===== config.mk =====
export PLATFORM = sky130hd
export DESIGN_NAME = cdb_arbiter
export DESIGN_NICKNAME = d
export VERILOG_FILES = /design/src/rtl/cdb_arbiter.sv
export SDC_FILE = /design/constraint.sdc
export NUM_CORES = 1
export LEC_CHECK = 0
export BUFFER_PORTS_ARGS = -buffer_cell sky130_fd_sc_hd__clkbuf_2
export CELL_PAD_IN_SITES_DETAIL_PLACEMENT = 0
export CELL_PAD_IN_SITES_GLOBAL_PLACEMENT = 1
export CORE_UTILIZATION = 34
export CTS_CLUSTER_DIAMETER = 40
export DETAILED_ROUTE_END_ITERATION = 16
export GPL_ROUTABILITY_DRIVEN = 1
export MAX_ROUTING_LAYER = met4
export PLACE_DENSITY_LB_ADDON = 0.05
export SETUP_SLACK_MARGIN = 0.02
export SKIP_LAST_GASP = 1
export SYNTH_ARGS = -nofsm -noshare
export SYNTH_HDL_FRONTEND = slang
export SYNTH_SLANG_ARGS = --single-unit

===== constraint.sdc =====
create_clock -name clk -period 5.9 [get_ports clk]
set_input_delay 0.885 -clock clk [delete_from_list [all_inputs] [get_ports clk]]
set_output_delay 0.885 -clock clk [all_outputs]
set_load 0.02 [all_outputs]

===== src/rtl/cdb_arbiter.sv =====
// Round-robin arbiter for the Common Data Bus: picks one completing execution
// unit per cycle and registers its result as a one-cycle CDB broadcast.
module cdb_arbiter #(
    parameter int NUM_REQ    = 4,
    parameter int DATA_WIDTH = 32,
    parameter int TAG_WIDTH  = 7
) (
    input  logic                            clk,
    input  logic                            reset,
    input  logic                            flush,
    input  logic [NUM_REQ-1:0]              req_valid,
    input  logic [NUM_REQ*TAG_WIDTH-1:0]    req_tag,
    input  logic [NUM_REQ*DATA_WIDTH-1:0]   req_data,
    input  logic [NUM_REQ-1:0]              req_branch,
    input  logic [NUM_REQ-1:0]              req_branch_taken,
    output logic [NUM_REQ-1:0]              req_grant,
    output logic                            cdb_valid,
    output logic [TAG_WIDTH-1:0]            cdb_tag,
    output logic [DATA_WIDTH-1:0]           cdb_data,
    output logic                            cdb_branch,
    output logic                            cdb_branch_taken,
    output logic [2:0]                      cdb_src,
    output logic [2:0]                      rr_ptr
);

    logic [NUM_REQ-1:0]    grant_d;
    logic                  granted_d;
    logic [2:0]            grantIdx_d;
    int unsigned           scanIdx;

    logic [TAG_WIDTH-1:0]  selTag;
    logic [DATA_WIDTH-1:0] selData;
    logic                  selBranch;
    logic                  selTaken;

    logic                  cdb_valid_q;
    logic [TAG_WIDTH-1:0]  cdb_tag_q;
    logic [DATA_WIDTH-1:0] cdb_data_q;
    logic                  cdb_branch_q;
    logic                  cdb_branch_taken_q;
    logic [2:0]            cdb_src_q;
    logic [2:0]            rr_ptr_q;
    logic [2:0]            rr_ptr_d;

    // Scan from the round-robin pointer upward (modulo NUM_REQ); flush and a held
    // reset both suppress the grant so no requester retires its result.
    always_comb begin
        grant_d    = '0;
        granted_d  = 1'b0;
        grantIdx_d = '0;
        scanIdx    = 0;
        for (int k = 0; k < NUM_REQ; k++) begin
            scanIdx = (32'(rr_ptr_q) + 32'(k)) % 32'(NUM_REQ);
            if (!granted_d && req_valid[scanIdx]) begin
                granted_d         = 1'b1;
                grant_d[scanIdx]  = 1'b1;
                grantIdx_d        = 3'(scanIdx);
            end
        end
        if (flush || !reset) begin
            grant_d   = '0;
            granted_d = 1'b0;
        end
    end

    // One-hot grant lets the payload be selected with a plain AND-OR mux.
    always_comb begin
        selTag    = '0;
        selData   = '0;
        selBranch = 1'b0;
        selTaken  = 1'b0;
        for (int i = 0; i < NUM_REQ; i++) begin
            if (grant_d[i]) begin
                selTag    = selTag    | req_tag[i*TAG_WIDTH +: TAG_WIDTH];
                selData   = selData   | req_data[i*DATA_WIDTH +: DATA_WIDTH];
                selBranch = selBranch | req_branch[i];
                selTaken  = selTaken  | (req_branch[i] & req_branch_taken[i]);
            end
        end
    end

    always_comb begin
        rr_ptr_d = rr_ptr_q;
        if (granted_d) begin
            rr_ptr_d = (32'(grantIdx_d) == NUM_REQ - 1) ? 3'd0 : grantIdx_d + 3'd1;
        end
    end

    // Tag/data/source hold while idle since they are meaningless without valid;
    // the branch flags clear so a stale outcome never reaches resolution logic.
    always_ff @(posedge clk or negedge reset) begin
        if (!reset) begin
            cdb_valid_q        <= 1'b0;
            cdb_tag_q          <= '0;
            cdb_data_q         <= '0;
            cdb_branch_q       <= 1'b0;
            cdb_branch_taken_q <= 1'b0;
            cdb_src_q          <= '0;
            rr_ptr_q           <= '0;
        end else begin
            cdb_valid_q        <= granted_d;
            cdb_branch_q       <= granted_d & selBranch;
            cdb_branch_taken_q <= granted_d & selBranch & selTaken;
            rr_ptr_q           <= rr_ptr_d;
            if (granted_d) begin
                cdb_tag_q  <= selTag;
                cdb_data_q <= selData;
                cdb_src_q  <= grantIdx_d;
            end
        end
    end

    assign req_grant        = grant_d;
    assign cdb_valid        = cdb_valid_q;
    assign cdb_tag          = cdb_tag_q;
    assign cdb_data         = cdb_data_q;
    assign cdb_branch       = cdb_branch_q;
    assign cdb_branch_taken = cdb_branch_taken_q;
    assign cdb_src          = cdb_src_q;
    assign rr_ptr           = rr_ptr_q;

endmodule

=== Word level (Yosys, flattened, before mapping) ===
Cells that the tools add are included.

* Flip-flop bits (word level): 48
* Input bits: 171
* Logic and storage cells: 100
* Output and inout port bits: 52

* Bitwise gates (word level): 21
* Order comparisons: 8
* Add/subtract/negate cells: 4
* Equal/unequal tests: 1
* Reductions and logical operators: 12
* Muxes and demuxes: 47

{| class="wikitable"
|+ Operators by type and width
! cell !! number
|-
| $mux 32 || 4
|-
| $or 32x32->32 || 3
|-
| $mux 7 || 4
|-
| $mux 1 || 21
|-
| $or 7x7->7 || 3
|-
| $mux 4 || 5
|-
| $lt 2x3->1 const B || 4
|-
| $or 4x4->4 || 3
|-
| $bmux 1 s2 || 4
|-
| $demux 1 s2 || 4
|-
| $ge 2x1->1 const B || 4
|-
| $logic_and 1x1->1 || 7
|-
| $and 1x1->1 || 6
|-
| $mux 2 || 3
|-
| $mux 3 || 2
|-
| $or 1x1->1 || 6
|-
| $add 2x2->2 const B || 2
|-
| $logic_not 1->1 || 4
|-
| $add 3x1->3 const B || 1
|-
| $eq 3x2->1 const B || 1
|-
| $add 2x1->2 const B || 1
|-
| $logic_or 1x1->1 || 1
|}

=== Longest topological paths before layout ===
Gate-level depths: netlist of run 1.

* Depth in word-level cells: 22
* Depth in mapped cells: 12
* Gate-level depth less buffers: 8

=== Worst setup path before layout of run 1 ===
No wires, ideal clock.

* Path type: flip-flop to output port
* From: register rr_ptr_q[0] (netlist: rr_ptr[0])
* To: output port req_grant[1]
* Required time: 5015 ps
* Path buffers: 2
* Setup slack: 2275 ps
* Arrival: 2740 ps
* Cell stages (with the launch flop): 10
* Path through: dfrtp_1 > inv_1 > ha_1 > buf_6 > mux2_2 > mux2i_4 > o211ai_1 > a31oi_1 > buf_2 > or2_1

* Longest elaborated chain between the ends: 13
* Elaborated cells between the ends (all ways): 48
* Classes of those cells: 3 x add/sub; 8 x order compare; 24 x mux; 3 x bitwise; 10 x reduce/logical

{| class="wikitable"
|+ RTL lines
! element !! RTL line !! source
|-
| from (decl) || 42 || <nowiki>logic [2:0] rr_ptr_q;</nowiki>
|-
| from (signal assigned) || 104 || <nowiki>rr_ptr_q <= rr_ptr_d;</nowiki>
|-
| parallel branches: the longest is 11 deep, another holds $lt 2x3->1 || n/a ||
|-
| $mux 4 * || 54 || <nowiki>if (!granted_d && req_valid[scanIdx]) begin</nowiki>
|-
| $mux 4 * || 60 || <nowiki>if (flush || !reset) begin</nowiki>
|-
| to (decl) || 16 || <nowiki>output logic [NUM_REQ-1:0] req_grant,</nowiki>
|}

Every way passes the cells marked *. The select of a mux whose other input is x is not followed.

=== Worst setup path in the final report of run 1 ===
Same ends and word-level chain as after synthesis.

==> impl_metrics.env, run 1 <==
export IMPL_outcome="complete, no violations"
export IMPL_layout_filler_cells=1095
export IMPL_hold_class="flip-flop to flip-flop"
export IMPL_htree_num_levels=2
export IMPL_post_cts_setup_buffer_count=0
export IMPL_synth_distinct_cells=47
export IMPL_netlist_top_cell_by_area="dfrtp_1"
export IMPL_critPathCaptureType="output port"
export IMPL_avgRoutedWirePerCell_um=18.9
export IMPL_max_vdd_ir_drop_mv=0.210
export IMPL_placed_cells=747
export IMPL_final_period_minus_worst_setup_slack_ps=4680
export IMPL_worstSetupStartpointType="flip-flop"
export IMPL_required_arrival_time_at_the_worst_endpoint_ps=5020
export IMPL_ports_placed_on_the_boundary=223
export IMPL_numPortBuffers=220
export IMPL_detailed_place_hpwl_um=9840
export IMPL_grt_overflow_total=0
export IMPL_yosysTopAreaCellShare=0.295
export IMPL_remaining_design_rule_violation_count=0
export IMPL_maxClockFrequency_mhz=214
export IMPL_vias_in_the_first_global_route=4239
export IMPL_syn_inst=426
export IMPL_synth_ff_type="dfrtp_1"
export IMPL_yosys_warnings=0
export IMPL_final_nets=792
export IMPL_cp_data_arrival_time_ps=3800
export IMPL_numCtsBuffers=5
export IMPL_initial_drc_count=189
export IMPL_tritoncts="yes"
export IMPL_vias=4231
export IMPL_worst_path_max_delay_cell="dfrtp_1"
export IMPL_yosysMostFrequentCell="a22o_1"
export IMPL_synth_area_top_cells="dfrtp_1 (29%), a22o_1 (17%), a22oi_2 (12%)"
export IMPL_post_synth_cell_area_avg_sq_um=9.17
export IMPL_post_route_period_util=0.794
export IMPL_viasPerCell=5.61
export IMPL_cts_resized_gates=0
export IMPL_number_of_iterations_in_the_first_detailed_routing_pass=4
export IMPL_skew_pair_late_insertion_delay_ps=290
export IMPL_remaining_number_of_nets_flagged_by_the_antenna_check_after_routing=0
export IMPL_unrepaired_setup_endpoints_after_global_routing="false"
export IMPL_power_density_mw_per_mm2=467
export IMPL_grt_usage=0.243
export IMPL_synth_cells_most_frequent="a22o_1 (78), nand2_1 (48), dfrtp_1 (46)"
export IMPL_grt_pass1_wl_um=21500
export IMPL_endpoints_failing_setup=0
export IMPL_floorplan_initialDensity=0.354
export IMPL_core_area_sq_mm=0.0110
export IMPL_synth_edf_count=0
export IMPL_area_growth_pct=33.1
export IMPL_fp_dieH_um=109
export IMPL_postPlaceCellArea_sq_mm=0.00503
export IMPL_setup_total_negative_slack_ps=0
export IMPL_number_of_max_slew_violations_in_the_final_report=0
export IMPL_timing_max_slew_rel_slack=0.340
export IMPL_clock_skew_ps=5.97
export IMPL_synth_async_sr_flop_share=1.00
export IMPL_cts_hold_buffers_added=0
export IMPL_clock_tree_root_cell="clkbuf_16"
export IMPL_clock_sink_count=46
export IMPL_grt_max_degree=48
export IMPL_drive_gt1_frac=0.474
export IMPL_floorplan_rows=38
export IMPL_timing_critical_path_buf_inv=2
export IMPL_final_hold_vios=0
export IMPL_worstMarginPinSlew_ps=991
export IMPL_netlist_area_sq_mm=0.00391
export IMPL_timing_critical_path_fanout_max=29
export IMPL_fp_dieArea_sq_mm=0.0119
export IMPL_route_final_wire_length_um=14200
export IMPL_die_width_um=109
export IMPL_critPathMaxStageDelay_ps=930
export IMPL_antennaDiodeCount=0
export IMPL_initial_antenna_violation_count=0
export IMPL_total_leakage_power_nw=2.46
export IMPL_seq_area_frac_synth=0.295
export IMPL_layout_cell_area_non_filler_sq_mm=0.00520
export IMPL_crit_path_cell_trace="inv_1 -> ha_1 -> or3_1 -> a21oi_1 -> o21a_2 -> and2_1 -> or2_1 -> clkbuf_2"
export IMPL_final_instance_count_excl_fill=754
export IMPL_gp_congestion=0.840
export IMPL_critical_path_top_delay_family="flip-flops"
export IMPL_worst_setup_hold_path_clk_slew_ps=60
export IMPL_drv_cap=0
export IMPL_ys_ff_latch=46
export IMPL_clockBufferDepth=2
export IMPL_critical_path_class="flip-flop to output port"
[cell usage in the layout, fill, tap and decap left out, drive strengths merged, types with 5 or more instances in the layout]
cell type / synthesis / layout
o21ai: 11 / 11
nand2: 48 / 48
a22o: 78 / 78
dfrtp: 46 / 46
ha: 7 / 7
mux2i: 5 / 5
clkbuf: 18 / 226
a22oi: 40 / 40
nand3: 42 / 42
buf: 28 / 6
nor2: 6 / 6
a21oi: 43 / 43
mux2: 6 / 6
[sequential cells by signal (all words and copies together) (netlist names)]
name and cells:
cdb_branch_taken 1, cdb_src 2, rr_ptr 2, cdb_valid 1, cdb_branch 1, cdb_tag 7, cdb_data 32
[stage by stage]
stage | hold WS, ps | setup slack, ps | total power [mW] | utilization
floorplan | 589 | 2280 | 1.66 | -
global placement | 464 | 1650 | 2.08 | 0.456
detailed placement | 481 | 1530 | 2.11 | 0.456
CTS | 499 | 1190 | 2.45 | 0.471
global route | 526 | 930 | 2.60 | 0.471
finish | 491 | 1220 | 2.43 | 0.471
[routing by layer]
layer  wire length (um)  track usage  share of wire  up-vias
li1                   -            -              -     2013
met1               5980        0.288           0.42     2034
met2               7230        0.426           0.51      176
met3                878       0.0412          0.062        8
met4                153       0.0600          0.011        0
met5                  0            -              0        -
[worst register-to-register path, delay by kind of cell (launching register included)]
kind | cells | cell delay [ps]
adder cells (fa/ha/maj) | 1 | 520
buffers and inverters | 2 | 960
AO/OA/AOI/OAI | 4 | 1210
flip-flops | 1 | 930
AND/OR/NAND/NOR | 2 | 530
[cell type report]
type | instances | area, sq um | area share
inverters | 4 | 15.0 | 0.00289
flip-flops and latches | 46 | 1150 | 0.221
repair buffers | 226 | 1150 | 0.220
clock buffers | 6 | 139 | 0.0267
well taps | 140 | 175 | 0.0337
multi-input cells | 331 | 2540 | 0.489
clock inverters | 1 | 30.0 | 0.00577
[worst paths after layout]
check,from,endpoint,slack [ps],cells after the start
max,rr_ptr[0],req_grant[1],1220,8
min,cdb_src[1],cdb_src[1],490,2
max reg2reg,rr_ptr[0],cdb_data[3],1680,9
min reg2reg,cdb_src[1],cdb_src[1],490,2
max in group asynchronous,reset,cdb_data[7],4720,2
min in group asynchronous,reset,cdb_src[1],750,2
[report_power, final]
group / total, mW / internal, mW / leakage, nW / switching [mW]
sequential: 0.601 / 0.471 / 0.557 / 0.129
clock: 0.334 / 0.210 / 0.0829 / 0.125
combinational: 1.49 / 0.624 / 1.82 / 0.868
[cells by family (layout without fill, tap and decap cells)]
| family | after synthesis | in the layout | share of synthesized area |
|---|---|---|---|
| buf+inv | 50 | 237 | 0.0692 |
| fa+ha+maj | 7 | 7 | 0.0224 |
| compound gates | 191 | 191 | 0.422 |
| mux | 13 | 13 | 0.0477 |
| other cells | 1 | 2 | 0.000960 |
| xor+xnor | 1 | 1 | 0.00224 |
| simple gates | 117 | 117 | 0.141 |
| flops | 46 | 46 | 0.295 |
No activity file was read; power rests on OpenSTA's default activity.
==> run 2: changes to the inputs <==
--- a/config.mk
+++ b/config.mk
@@ -5,10 +5,11 @@
 export SDC_FILE = /design/constraint.sdc
 export NUM_CORES = 1
 export LEC_CHECK = 0
+export ABC_AREA = 1
 export BUFFER_PORTS_ARGS = -buffer_cell sky130_fd_sc_hd__clkbuf_2
 export CELL_PAD_IN_SITES_DETAIL_PLACEMENT = 0
 export CELL_PAD_IN_SITES_GLOBAL_PLACEMENT = 1
-export CORE_UTILIZATION = 34
+export CORE_UTILIZATION = 28
 export CTS_CLUSTER_DIAMETER = 40
 export DETAILED_ROUTE_END_ITERATION = 16
 export GPL_ROUTABILITY_DRIVEN = 1
==> constraint.sdc (replaced) <==
create_clock -name clk -period 4.4 [get_ports clk]
set_input_delay 0.66 -clock clk [delete_from_list [all_inputs] [get_ports clk]]
set_output_delay 0.66 -clock clk [all_outputs]
set_load 0.02 [all_outputs]
==> impl_metrics.env, run 2 <==
export IMPL_outcome="complete, no violations"
export IMPL_post_synth_cell_area_avg_sq_um=6.28
export IMPL_final_period_minus_worst_setup_slack_ps=3090
export IMPL_grt_pass1_wl_um=19900
export IMPL_floorplan_initialDensity=0.290
export IMPL_cp_data_arrival_time_ps=2430
export IMPL_vias=4306
export IMPL_final_cell_mix="clkbuf_2 (220), nand2_1 (198), nand3_1 (170), dfrtp_1 (46), nor2_1 (44)"
export IMPL_setup_total_negative_slack_ps=0
export IMPL_synth_distinct_cells=25
export IMPL_max_vdd_ir_drop_mv=0.415
export IMPL_number_of_max_slew_violations_in_the_final_report=0
export IMPL_synth_area_top_cells="dfrtp_1 (33%), nand3_1 (25%), nand2_1 (21%)"
export IMPL_clock_tree_root_cell="clkbuf_16"
export IMPL_syn_inst=559
export IMPL_initial_antenna_violation_count=0
export IMPL_grt_max_degree=78
export IMPL_numPortBuffers=220
export IMPL_grt_overflow_total=0
export IMPL_yosys_area_share_xor_xnor=0
export IMPL_placed_cells=917
export IMPL_floorplan_rows=40
export IMPL_yosysMostFrequentCell="nand2_1"
export IMPL_yosysTopAreaCellShare=0.328
export IMPL_detailed_place_hpwl_um=9410
export IMPL_yosys_warnings=0
export IMPL_final_instance_count_excl_fill=925
export IMPL_synth_fa_ha_area_frac=0.0249
export IMPL_total_leakage_power_nw=3.02
export IMPL_synth_compound_area_frac=0.0299
export IMPL_cts_hold_buffers_added=0
export IMPL_fp_dieH_um=114
export IMPL_vias_in_the_first_global_route=4107
export IMPL_drive_gt1_frac=0.338
export IMPL_avgRoutedWirePerCell_um=13.7
export IMPL_grt_usage=0.199
export IMPL_skew_pair_late_insertion_delay_ps=280
export IMPL_ports_placed_on_the_boundary=223
export IMPL_area_growth_pct=39.6
export IMPL_synth_ff_type="dfrtp_1"
export IMPL_viasPerCell=4.66
export IMPL_critical_path_class="flip-flop to output port"
export IMPL_required_arrival_time_at_the_worst_endpoint_ps=3740
export IMPL_hold_slack_ps=475
export IMPL_core_area_sq_mm=0.0121
export IMPL_cts_resized_gates=0
export IMPL_gp_congestion=0.843
export IMPL_remaining_design_rule_violation_count=0
export IMPL_seq_area_frac_synth=0.328
export IMPL_initial_drc_count=195
export IMPL_die_width_um=114
export IMPL_largest_reg_flops=32
export IMPL_netlist_top_cell_by_area="dfrtp_1"
export IMPL_unrepaired_setup_endpoints_after_global_routing="false"
export IMPL_simple_gate_fraction_of_synth_area=0.543
export IMPL_antennaDiodeCount=0
export IMPL_final_nets=934
export IMPL_clockBufferDepth=2
export IMPL_power_density_mw_per_mm2=662
export IMPL_numCtsBuffers=5
export IMPL_endpoints_failing_setup=0
export IMPL_hold_class="flip-flop to flip-flop"
export IMPL_worst_setup_hold_path_clk_slew_ps=60
export IMPL_tritoncts="yes"
export IMPL_remaining_number_of_nets_flagged_by_the_antenna_check_after_routing=0
export IMPL_critPathCaptureType="output port"
export IMPL_layout_commonest_cell="clkbuf_2"
export IMPL_synth_async_sr_flop_share=1.00
export IMPL_ys_ff_latch=46
export IMPL_number_of_iterations_in_the_first_detailed_routing_pass=4
export IMPL_netlist_area_sq_mm=0.00351
export IMPL_worstSetupStartpointType="flip-flop"
export IMPL_clock_skew_ps=3.13
export IMPL_route_final_wire_length_um=12700
export IMPL_worstMarginPinSlew_ps=705
export IMPL_synth_mux_area_fraction=0
export IMPL_timing_critical_path_fanout_max=12
export IMPL_fp_dieArea_sq_mm=0.0130
export IMPL_post_route_period_util=0.703
export IMPL_post_cts_setup_buffer_count=0
export IMPL_layout_core_utilization=0.405
export IMPL_final_hold_vios=0
export IMPL_drv_cap=0
export IMPL_synth_edf_count=0
export IMPL_htree_num_levels=2
export IMPL_maxClockFrequency_mhz=323
export IMPL_synth_cells_most_frequent="nand2_1 (198), nand3_1 (173), dfrtp_1 (46)"
export IMPL_main_combinational_cell_family_by_area_after_synthesis="simple AND/OR/NAND/NOR gates"
export IMPL_timing_max_slew_rel_slack=0.530
export IMPL_clock_sink_count=46
run 2: final timing paths:
path | slack [ps] | from | end | cells after the start
max | 1310 | rr_ptr[0] | req_grant[2] | 11
min | 470 | cdb_data[22] | cdb_data[22] | 2
max reg2reg | 1670 | rr_ptr[0] | cdb_branch_taken | 13
min reg2reg | 470 | cdb_data[22] | cdb_data[22] | 2
max in group asynchronous | 3420 | reset | cdb_data[23] | 2
min in group asynchronous | 580 | reset | cdb_tag[5] | 2
run 2: worst max-delay path, stage by stage, from the launching register on:
cell and delay [ps]:
dfrtp_1 570, inv_2 180, ha_1 420, inv_1 90, nand3_1 80, nand2_1 110
nor2_4 220, a21oi_2 90, nand3_2 90, nand2_1 60, inv_1 70, clkbuf_2 160
run 2: kinds of logic (layout without fill, tap and decap cells):
kind of cell / count (synthesis) / after routing
flops: 46 / 46
compound gates: 14 / 14
fa+ha+maj: 7 / 7
other cells: 1 / 2
buf+inv: 60 / 257
simple gates: 431 / 431
run 2: layout make-up:
type                    instances  area (sq um)
clock buffers                   7           153
clock inverters                 1          8.76
fillers                      1348          7210
inverters                      20          75.1
multi-input cells             454          2140
flip-flops and latches         46          1150
well taps                     168           210
repair buffers                229          1170
run 2: per-layer routing:
metal	wire length (um)	vias up	global-route usage
met5	0	-	-
met4	184	0	0.0537
met3	820	12	0.0335
met2	6190	150	0.343
met1	5490	1929	0.240
li1	-	2215	-
run 2: stage by stage:
stage | total power [mW] | cell area [sq um] | worst slack (ps)
6_report | 3.25 | 4900 | 1310
5_1_grt | 3.53 | 4900 | 1110
4_1_cts | 3.29 | 4900 | 1300
3_5_place_dp | 2.88 | 4740 | 1600
3_3_place_gp | 2.87 | 4740 | 1690
2_1_floorplan | 2.18 | 3520 | 1630
run 2: power by group:
part | internal (mW) | total [mW] | switching, mW
Sequential | 0.623 | 0.751 | 0.128
Combinational | 0.617 | 2.09 | 1.47
Clock | 0.243 | 0.406 | 0.163
Total | 1.48 | 3.25 | 1.77
==> run 3: changes to the inputs <==
==> constraint.sdc (replaced) <==
create_clock -name clk -period 2.9 [get_ports clk]
set_input_delay 0.435 -clock clk [delete_from_list [all_inputs] [get_ports clk]]
set_output_delay 0.435 -clock clk [all_outputs]
set_load 0.02 [all_outputs]
==> impl_metrics.env, run 3 (synthesis results as in run 2) <==
export IMPL_required_arrival_time_at_the_worst_endpoint_ps=2470
export IMPL_vias=4321
export IMPL_route_final_wire_length_um=12900
export IMPL_final_nets=940
export IMPL_largest_reg_flops=32
export IMPL_dp_worst_slack_ps=450
export IMPL_final_period_minus_worst_setup_slack_ps=2690
export IMPL_unrepaired_setup_endpoints_after_global_routing="false"
export IMPL_fin_ws_ps=215
export IMPL_fp_dieH_um=114
export IMPL_drive_gt1_frac=0.343
export IMPL_remaining_design_rule_violation_count=0
export IMPL_cts_hold_buffers_added=0
export IMPL_floorplan_rows=40
export IMPL_final_cell_mix="clkbuf_2 (220), nand2_1 (198), nand3_1 (170), dfrtp_1 (46), nor2_1 (44)"
export IMPL_ports_placed_on_the_boundary=223
export IMPL_initial_drc_count=238
export IMPL_layout_filler_cells=1372
export IMPL_final_hold_vios=0
export IMPL_floorplan_initialDensity=0.290
export IMPL_hold_class="input port to asynchronous set/reset pin"
export IMPL_internal_power_mw=2.29
export IMPL_number_of_max_slew_violations_in_the_final_report=0
export IMPL_power_share_sequential=0.221
export IMPL_core_area_sq_mm=0.0121
export IMPL_fp_dieArea_sq_mm=0.0130
export IMPL_layout_commonest_cell="clkbuf_2"
export IMPL_placed_cells=923
export IMPL_clock_tree_root_cell="clkbuf_16"
export IMPL_total_leakage_power_nw=3.04
export IMPL_postPlaceCellArea_sq_mm=0.00479
export IMPL_power_net_switching_mw=2.69
export IMPL_avgRoutedWirePerCell_um=13.9
export IMPL_comb_power_share=0.658
export IMPL_detailed_place_hpwl_um=9770
export IMPL_clockBufferDepth=2
export IMPL_grt_usage=0.204
export IMPL_numCtsBuffers=5
export IMPL_timing_max_slew_rel_slack=0.567
export IMPL_critical_path_class="flip-flop to output port"
export IMPL_grt_max_degree=61
export IMPL_max_vdd_ir_drop_mv=0.474
export IMPL_remaining_number_of_nets_flagged_by_the_antenna_check_after_routing=0
export IMPL_clock_skew_ps=6.29
export IMPL_setup_total_negative_slack_ps=0
export IMPL_numPortBuffers=220
export IMPL_grt_overflow_total=0
export IMPL_clock_sink_count=46
export IMPL_number_of_iterations_in_the_first_detailed_routing_pass=4
export IMPL_timing_critical_path_fanout_max=11
export IMPL_final_instance_count_excl_fill=931
export IMPL_worst_setup_hold_path_clk_slew_ps=70
export IMPL_switching_share=0.541
export IMPL_critPathCaptureType="output port"
export IMPL_cp_data_arrival_time_ps=2250
export IMPL_tritoncts="yes"
export IMPL_maxClockFrequency_mhz=372
export IMPL_gp_congestion=0.821
export IMPL_power_frac_clock=0.121
export IMPL_worstMarginPinSlew_ps=650
export IMPL_die_width_um=114
export IMPL_outcome="complete, no violations"
export IMPL_layout_cell_area_non_filler_sq_mm=0.00495
export IMPL_endpoints_failing_setup=0
export IMPL_skew_pair_late_insertion_delay_ps=300
export IMPL_post_route_period_util=0.926
export IMPL_drv_cap=0
export IMPL_antennaDiodeCount=0
export IMPL_viasPerCell=4.64
export IMPL_initial_antenna_violation_count=0
export IMPL_vias_in_the_first_global_route=4035
export IMPL_area_growth_pct=41.0
export IMPL_worstSetupStartpointType="flip-flop"
export IMPL_htree_num_levels=2
export IMPL_power_density_mw_per_mm2=1010
export IMPL_grt_pass1_wl_um=19900
## run 3: worst paths after layout
check	startpoint	to	slack (ps)	cells after the start
hold / removal	reset	cdb_tag[3]	270	2
max in group asynchronous	reset	cdb_data[14]	2200	2
min in group clk	req_branch[0]	cdb_branch	380	3
setup reg to reg	rr_ptr[1]	cdb_data[17]	470	12
hold reg to reg	cdb_data[20]	cdb_data[20]	480	2
setup / recovery	rr_ptr[1]	req_grant[3]	210	10
## run 3: layout make-up
class | instances | area [sq um] | area share
Clock buffer | 6 | 139 | 0.0280
Clock inverter | 2 | 12.5 | 0.00253
Inverter | 20 | 75.1 | 0.0152
Multi-Input combinational cell | 454 | 2150 | 0.434
Sequential cell | 46 | 1150 | 0.232
Tap cell | 168 | 210 | 0.0424
Timing Repair Buffer | 235 | 1210 | 0.245
## run 3: power by group through the flow
stage | Combinational [mW] | Clock [mW] | Sequential, mW
floorplan | 1.83 | 0 | 1.48
global placement | 3.27 | 0 | 1.11
detailed placement | 3.31 | 0 | 1.11
CTS | 3.31 | 0.636 | 1.10
global route | 3.66 | 0.655 | 1.14
finish | 3.28 | 0.605 | 1.10
## run 3: stage by stage
stage	utilization	total power, mW	hold WS (ps)
2_1_floorplan	-	3.31	139
3_5_place_dp	0.395	4.42	464
5_1_grt	0.409	5.46	328
4_1_cts	0.408	5.05	284
3_3_place_gp	0.395	4.38	463
6_report	0.409	4.98	271
## run 3: timing repair
action                                  4_1_cts  5_1_grt
setup buffers                                 0        0
gates resized for setup                       0        2
endpoints found under the hold margin         0        0
endpoints found under the setup margin        0        2
## run 3: critical path, cell delays in order, from the launching register on
cell	delay, ps
dfrtp_1	380
inv_1	170
ha_1	320
inv_1	110
nand2_1	60
nand2_1	230
nand4_1	200
nand3_4	170
nand2_1	70
inv_1	70
clkbuf_2	160
## run 3: routing by layer
layer / vias up / track usage / wire, um
li1: 2233 / - / -
met2: 157 / 0.342 / 6330
met5: - / - / 0
met3: 11 / 0.0531 / 1030
met1: 1920 / 0.244 / 5430
met4: 0 / 0.0528 / 151
